`src/rtl/dmem_arbiter_if.sv`:
```
// Handshake and memory-port bundle for the two-port data-memory arbiter.
// The master side holds the requesters and the memory. The slave side is the arbiter.
interface dmem_arbiter_if #(
    parameter int ADDR_WIDTH = 8,
    parameter int DATA_WIDTH = 8
);
    logic                  req0;
    logic                  req1;
    logic                  we0;
    logic                  we1;
    logic [ADDR_WIDTH-1:0] addr0;
    logic [ADDR_WIDTH-1:0] addr1;
    logic [DATA_WIDTH-1:0] wdata0;
    logic [DATA_WIDTH-1:0] wdata1;
    logic                  ack0;
    logic                  ack1;
    logic [DATA_WIDTH-1:0] rdata0;
    logic [DATA_WIDTH-1:0] rdata1;
    logic                  sigMemRead;
    logic                  sigMemWrite;
    logic [ADDR_WIDTH-1:0] dataAddress;
    logic [DATA_WIDTH-1:0] writeData;
    logic [DATA_WIDTH-1:0] readData;
    logic                  busy;

    modport master (
        output req0, req1, we0, we1, addr0, addr1, wdata0, wdata1, readData,
        input  ack0, ack1, rdata0, rdata1, sigMemRead, sigMemWrite,
               dataAddress, writeData, busy
    );

    modport slave (
        input  req0, req1, we0, we1, addr0, addr1, wdata0, wdata1, readData,
        output ack0, ack1, rdata0, rdata1, sigMemRead, sigMemWrite,
               dataAddress, writeData, busy
    );
endinterface

```
`src/rtl/dmem_arbiter.sv`:
```
// Two-port round-robin arbiter and access sequencer for the 8-bit data memory.
// Each access takes one cycle in ACC0/ACC1. The ack and the read data are registered
// at the edge that ends the access.
module dmem_arbiter #(
    parameter int ADDR_WIDTH = 8,
    parameter int DATA_WIDTH = 8
) (
    input  logic           clk,
    input  logic           reset,
    dmem_arbiter_if.slave  bus
);
    typedef enum logic [1:0] {IDLE, ACC0, ACC1} state_t;

    state_t                state;
    state_t                state_next;
    logic                  last;
    logic                  take;
    logic                  sel;
    logic                  elig0;
    logic                  elig1;
    logic                  acc_we;
    logic [ADDR_WIDTH-1:0] acc_addr;
    logic [DATA_WIDTH-1:0] acc_wdata;
    logic                  ack0_q;
    logic                  ack1_q;
    logic [DATA_WIDTH-1:0] rdata0_q;
    logic [DATA_WIDTH-1:0] rdata1_q;

    // Eligibility, round-robin grant selection and next state
    always_comb begin
        // NOTE: every combinational output is defaulted first so no path infers a latch.
        take       = 1'b0;
        sel        = 1'b0;
        state_next = IDLE;
        elig0      = bus.req0 && (state != ACC0) && !ack0_q;
        elig1      = bus.req1 && (state != ACC1) && !ack1_q;
        if (elig0 && elig1) begin
            take = 1'b1;
            sel  = ~last;
        end else if (elig0) begin
            take = 1'b1;
            sel  = 1'b0;
        end else if (elig1) begin
            take = 1'b1;
            sel  = 1'b1;
        end
        if (take) begin
            state_next = sel ? ACC1 : ACC0;
        end
    end

    // State register, capture of the granted request, and completion (ack/rdata)
    always_ff @(posedge clk or negedge reset) begin
        if (!reset) begin
            state     <= IDLE;
            last      <= 1'b1;
            acc_we    <= 1'b0;
            acc_addr  <= '0;
            acc_wdata <= '0;
            ack0_q    <= 1'b0;
            ack1_q    <= 1'b0;
            rdata0_q  <= '0;
            rdata1_q  <= '0;
        end else begin
            // NOTE: non-blocking assignments let every flop see the pre-edge values, so the
            // grant decision and the completion of the previous access use the same state.
            state  <= state_next;
            ack0_q <= (state == ACC0);
            ack1_q <= (state == ACC1);
            if (take) begin
                last      <= sel;
                acc_we    <= sel ? bus.we1    : bus.we0;
                acc_addr  <= sel ? bus.addr1  : bus.addr0;
                acc_wdata <= sel ? bus.wdata1 : bus.wdata0;
            end
            if (state == ACC0 && !acc_we) begin
                rdata0_q <= bus.readData;
            end
            if (state == ACC1 && !acc_we) begin
                rdata1_q <= bus.readData;
            end
        end
    end

    // Memory strobes come from registered grant state only and are gated to zero in IDLE
    always_comb begin
        bus.busy        = (state != IDLE);
        bus.sigMemRead  = (state != IDLE) && !acc_we;
        bus.sigMemWrite = (state != IDLE) &&  acc_we;
        bus.dataAddress = (state != IDLE) ? acc_addr  : '0;
        bus.writeData   = (state != IDLE) ? acc_wdata : '0;
    end

    assign bus.ack0   = ack0_q;
    assign bus.ack1   = ack1_q;
    assign bus.rdata0 = rdata0_q;
    assign bus.rdata1 = rdata1_q;
endmodule
```
`src/flat_wrapper.sv`:
```
// flat-port wrapper written by rule: the top's interface ports become plain ports
module dmem_arbiter_flat 
#(
    parameter int ADDR_WIDTH = 8,
    parameter int DATA_WIDTH = 8
)
  (clk, reset, bus_req0, bus_req1, bus_we0, bus_we1, bus_addr0, bus_addr1, bus_wdata0, bus_wdata1, bus_readData, bus_ack0, bus_ack1, bus_rdata0, bus_rdata1, bus_sigMemRead, bus_sigMemWrite, bus_dataAddress, bus_writeData, bus_busy);
  dmem_arbiter_if #(.ADDR_WIDTH(ADDR_WIDTH), .DATA_WIDTH(DATA_WIDTH)) bus_i ();
  input  logic clk;
  input  logic reset;
  input wire logic [$bits(bus_i.req0)-1:0] bus_req0;
  input wire logic [$bits(bus_i.req1)-1:0] bus_req1;
  input wire logic [$bits(bus_i.we0)-1:0] bus_we0;
  input wire logic [$bits(bus_i.we1)-1:0] bus_we1;
  input wire logic [$bits(bus_i.addr0)-1:0] bus_addr0;
  input wire logic [$bits(bus_i.addr1)-1:0] bus_addr1;
  input wire logic [$bits(bus_i.wdata0)-1:0] bus_wdata0;
  input wire logic [$bits(bus_i.wdata1)-1:0] bus_wdata1;
  input wire logic [$bits(bus_i.readData)-1:0] bus_readData;
  output wire logic [$bits(bus_i.ack0)-1:0] bus_ack0;
  output wire logic [$bits(bus_i.ack1)-1:0] bus_ack1;
  output wire logic [$bits(bus_i.rdata0)-1:0] bus_rdata0;
  output wire logic [$bits(bus_i.rdata1)-1:0] bus_rdata1;
  output wire logic [$bits(bus_i.sigMemRead)-1:0] bus_sigMemRead;
  output wire logic [$bits(bus_i.sigMemWrite)-1:0] bus_sigMemWrite;
  output wire logic [$bits(bus_i.dataAddress)-1:0] bus_dataAddress;
  output wire logic [$bits(bus_i.writeData)-1:0] bus_writeData;
  output wire logic [$bits(bus_i.busy)-1:0] bus_busy;
  assign bus_i.req0 = bus_req0;
  assign bus_i.req1 = bus_req1;
  assign bus_i.we0 = bus_we0;
  assign bus_i.we1 = bus_we1;
  assign bus_i.addr0 = bus_addr0;
  assign bus_i.addr1 = bus_addr1;
  assign bus_i.wdata0 = bus_wdata0;
  assign bus_i.wdata1 = bus_wdata1;
  assign bus_i.readData = bus_readData;
  assign bus_ack0 = bus_i.ack0;
  assign bus_ack1 = bus_i.ack1;
  assign bus_rdata0 = bus_i.rdata0;
  assign bus_rdata1 = bus_i.rdata1;
  assign bus_sigMemRead = bus_i.sigMemRead;
  assign bus_sigMemWrite = bus_i.sigMemWrite;
  assign bus_dataAddress = bus_i.dataAddress;
  assign bus_writeData = bus_i.writeData;
  assign bus_busy = bus_i.busy;
  dmem_arbiter #(.ADDR_WIDTH(ADDR_WIDTH), .DATA_WIDTH(DATA_WIDTH)) u_core (.clk(clk), .reset(reset), .bus(bus_i));
endmodule
```
`config.mk`:
```
export PLATFORM = sky130hd
export DESIGN_NAME = dmem_arbiter_flat
export DESIGN_NICKNAME = d
export VERILOG_FILES = /design/src/rtl/dmem_arbiter_if.sv /design/src/rtl/dmem_arbiter.sv /design/src/flat_wrapper.sv
export SDC_FILE = /design/constraint.sdc
export NUM_CORES = 1
export LEC_CHECK = 0
export ABC_AREA = 1
export CAP_MARGIN = 10
export CORE_UTILIZATION = 42
export DETAILED_ROUTE_END_ITERATION = 16
export PLACE_DENSITY = 0.8
export SYNTH_ARGS = -nofsm -noshare
export SYNTH_HDL_FRONTEND = slang
export SYNTH_SLANG_ARGS = --single-unit
```
`constraint.sdc`:
```
create_clock -name clk -period 1.8 [get_ports clk]
set_clock_uncertainty 0.2 [all_clocks]
set_input_delay 0.36 -clock clk [delete_from_list [all_inputs] [get_ports clk]]
set_output_delay 0.36 -clock clk [all_outputs]
set_load 0.005 [all_outputs]
```
Yosys cells after proc, flatten, opt, wreduce, memory -nomap -nowiden
Index checks and enable logic that the tools add are counted.

storage, ports and cells
  memories kept = 0
  bits in registers = 38
  input port bits = 46
  bits in writable memories = 0
  ROM bits = 0
  latch bits = 0
  output and inout port bits = 37
  logic and storage cells = 39

cells by class
  equal/unequal tests = 4
  $add $sub $neg = 0
  reductions and logical operators = 13
  muxes and demuxes = 12
  multipliers = 0
  shift operators = 0
  order comparisons = 0
  div/mod/pow operators = 0
  bitwise gates (word level) = 1

operators with widths
  kind                  count
  $mux W8               4
  $logic_and A1 B1 Y1   9
  $mux W1               6
  $mux W2               2
  $logic_not A1 Y1      3
  $eq A2 B1 Y1 const B  1
  $eq A2 B2 Y1 const B  1
  $ne A2 B1 Y1 const B  1
  $ne A2 B2 Y1 const B  1
  $reduce_bool A2 Y1    1
  $not A1 Y1            1

Depth between registers and ports, before layout
  word-level depth = 8
  gate-level depth with buffers = 8
  mapped depth without buffers = 7

Worst setup path after synthesis
Ideal clock, no wire load.

  path type = register to output
  start point = register u_core.state[0]
  end point = output port bus_busy
  arrival = 1086 ps
  cell stages (with the launch flop) = 4
  slack = 154 ps
  required time = 1240 ps
  buffers on the path = 1
  path through = dfrtp_1 > nor2_2 > clkbuf_1 > inv_1

on the way
  word-level cells in the longest chain between the ends = 1

RTL lines
  element                 RTL line            source
  start, declared         dmem_arbiter.sv:14  state_t state;
  start signal, assigned  dmem_arbiter.sv:67  state <= state_next;
  $reduce_bool A2 Y1      dmem_arbiter.sv:87  bus.busy = (state != IDLE);
  end, declared           flat_wrapper.sv:28  output wire logic [$bits(bus_i.busy)-1:0] bus_busy;

Every way passes these cells.

Final worst setup path
  start point = register u_core.state[1]
  end point = output port bus_dataAddress[7]

on the way
  word-level cells in the longest chain between the ends = 2

RTL lines
  element             RTL line            source
  $reduce_bool A2 Y1  dmem_arbiter.sv:90  bus.dataAddress = (state != IDLE) ? acc_addr : '0;
  $mux W8             dmem_arbiter.sv:90
  end, declared       flat_wrapper.sv:26  output wire logic [$bits(bus_i.dataAddress)-1:0] bus_dataAddress;

Every way passes these cells.

==> results.cfg <==
[global_route]
grt_pass1_wl_um = 7866
grt_use_total_pct = 22.55
use_met3_pct = 7.237
grt_max_degree = 21
grt_pass1_vias = 1793
antenna_found_initial = 0
grtUsageMet1_pct = 26.64
grt_overflow_total = 0
use_met2_pct = 40.41
grt-busiest-layer = met2

[routing]
drc = 0
wl_per_cell_um = 12.08
dr.first_iter.drc_count = 88
via_per_inst = 4.715
first_pass_iters = 4
dr_total_vias = 1919
wirelength_um = 4917
antenna_left = 0

[clock_tree]
cts_buffers = 5
clock-root-buffer = clkbuf_8
clockBufferDepth = 2
clock_latency_ps = 290
path_clk_slew_ps = 80
cts_tree = done
htreeDepth = 2
cts_sinks = 38

[floorplanning]
die_y_um = 68.87
die-area_um2 = 4743
start_util_pct = 45.32
fp-row-count = 23
design.core.area_um2 = 4144
die_w_um = 68.87
num_io_pins = 83

[critical_path]
arrival_ps = 1270
crit_fanout = 5
worstSetupEndpointType = primary output
critical_path_class = reg2out
startpoint_type = flip-flop
cp.required_ps = 1240

[synth]
synthTopCellsByArea = dfrtp_1, nand2_1, inv_1
syn_nets = 293
synth_common_cells = nand2_1, inv_1, dfrtp_1
synth_most_common_cell = nand2_1
yosysSeqAreaShare_pct = 50.70
yosys_warnings = 0
syn_area_um2 = 1878
ys.flop_type = dfrtp_1
synth-edff-count = 0
synthDistinctLibCells = 19
synth.ff_latch_count = 38
async_flop_share_pct = 100.0
synthCells = 247
synth_top_area_share_pct = 49.30
yosys.area.top_type = dfrtp_1
avgSynthCellArea_um2 = 7.603

[sta]
setup_ws_ps = -29.38
finalHoldViolCount = 0
fin_setup_tns_ps = -222.8
clock.fmax_ghz = 0.5466
fin_crit_ps = 1829
setup_viol = 11
worst_slew_pin_slew_ps = 436.6
finalCritPeriodShare_pct = 101.6
rsz0062_at_grt = yes
hold_ws_ps = 291.2
relSlewSlack_pct = 70.82
slew_violations = 0

[placement]
place_hpwl_um = 3526
dp.cells = 389
place_area_um2 = 2846
port_buffers = 82
post-place-ws_ps = -128.2
place.gp.congestion = 0.7556

[cells_and_area]
layoutNonFillerInstCount = 407
fillCellCount = 331
synthToLayoutAreaGrowth_pct = 60.76
final_util_pct = 72.86
final_layout_size_suffix_gt1_share_pct = 20.45
num-nets-final = 402
design_area_um2 = 3019
antennaDiodeCount = 0

[min_path]
hp-class = reg2reg

[pwr]
max-vdd-ir-drop_mv = 0.9035
p_per_area_nw_per_um2 = 1643
leakagePower_nw = 1.622
totalPowerFinal_mw = 4.961

[outcome]
status = finished, violations left
failed_checks = negative setup slack

[job]
cap_violations = 0
-- layout by cell type, fill, tap and decap left out, drive strengths merged, types with 2 or more instances in the layout --
master and n:
buf 47, inv 50, nand3 36, o21ai 16, clkbuf 5, dfrtp 37, bufinv 2, nor2 22
clkdlybuf4s50 62, nand2 76
-- power breakdown --
group          total [mW]  switching, mW  leakage [nW]  internal, mW
Clock               0.875          0.319        0.0683         0.555
Sequential           1.53          0.251         0.467          1.28
Combinational        2.56           1.23          1.09          1.33
Total                4.96           1.80          1.62          3.16
-- kinds of logic after synthesis --
logic type / after synthesis / synth area share (%)
DFF: 38 / 50.70
and+or+nand+nor: 134 / 31.78
AOI/OAI and AO/OA: 17 / 5.130
buffers and inverters: 58 / 12.39
-- state kept, by name (all words and copies together), names as in the netlist --
| register | cells |
|---|---|
| u_core.state | 2 |
| u_core.bus.rdata0 | 8 |
| u_core.bus.rdata1 | 8 |
| u_core.last | 1 |
| u_core.bus.ack0 | 1 |
| u_core.bus.ack1 | 1 |
| u_core.acc_wdata | 8 |
| u_core.acc_addr | 8 |
| u_core.acc_we | 1 |
-- metal layers --
metal / routed length (um) / vias up / part of all wire (%)
met5: 0 / - / 0
met4: 19 / 0 / 0.39
met3: 483 / 2 / 9.8
met2: 2319 / 68 / 47
met1: 2094 / 886 / 43
li1: - / 963 / -
-- worst max-delay path, stage by stage (launching register included) --
cell	delay [ps]
dfrtp_1	420
nor2_4	160
buf_6	140
buf_4	110
nor2_1	30
buf_2	110
-- final timing paths --
| path | slack [ps] | to | start | cells past startpoint |
|---|---|---|---|---|
| worst max-delay path | -30 | bus_dataAddress[7] | u_core.state[1] | 5 |
| worst min-delay path | 290 | u_core.last | u_core.last | 2 |
| worst max register to register | 80 | u_core.bus.rdata1[5] | u_core.state[1] | 7 |
| worst min register to register | 290 | u_core.last | u_core.last | 2 |
| max in group asynchronous | 550 | u_core.bus.ack1 | reset | 3 |
| min in group asynchronous | 340 | u_core.state[1] | reset | 2 |
-- cell type report --
type / instances / area (um2) / share of cell area, %
multi-input combinational: 151 / 715.7 / 23.70
tap: 50 / 62.56 / 2.072
inverter: 50 / 187.7 / 6.216
clock buffer: 5 / 68.82 / 2.279
timing repair buffer: 110 / 963.4 / 31.91
sequential: 38 / 952.2 / 31.54
clock inverter: 3 / 68.82 / 2.279
-- repair_timing --
action / in CTS / in global routing
setup buffers: 9 / 0
gates cloned: 1 / 0
pin swaps: 2 / 1
hold buffers: 1 / 0
hold endpoints to repair: 17 / 0
setup endpoints to repair: 19 / 24
resized for setup: 87 / 4
(Power assumes the default switching activity.)
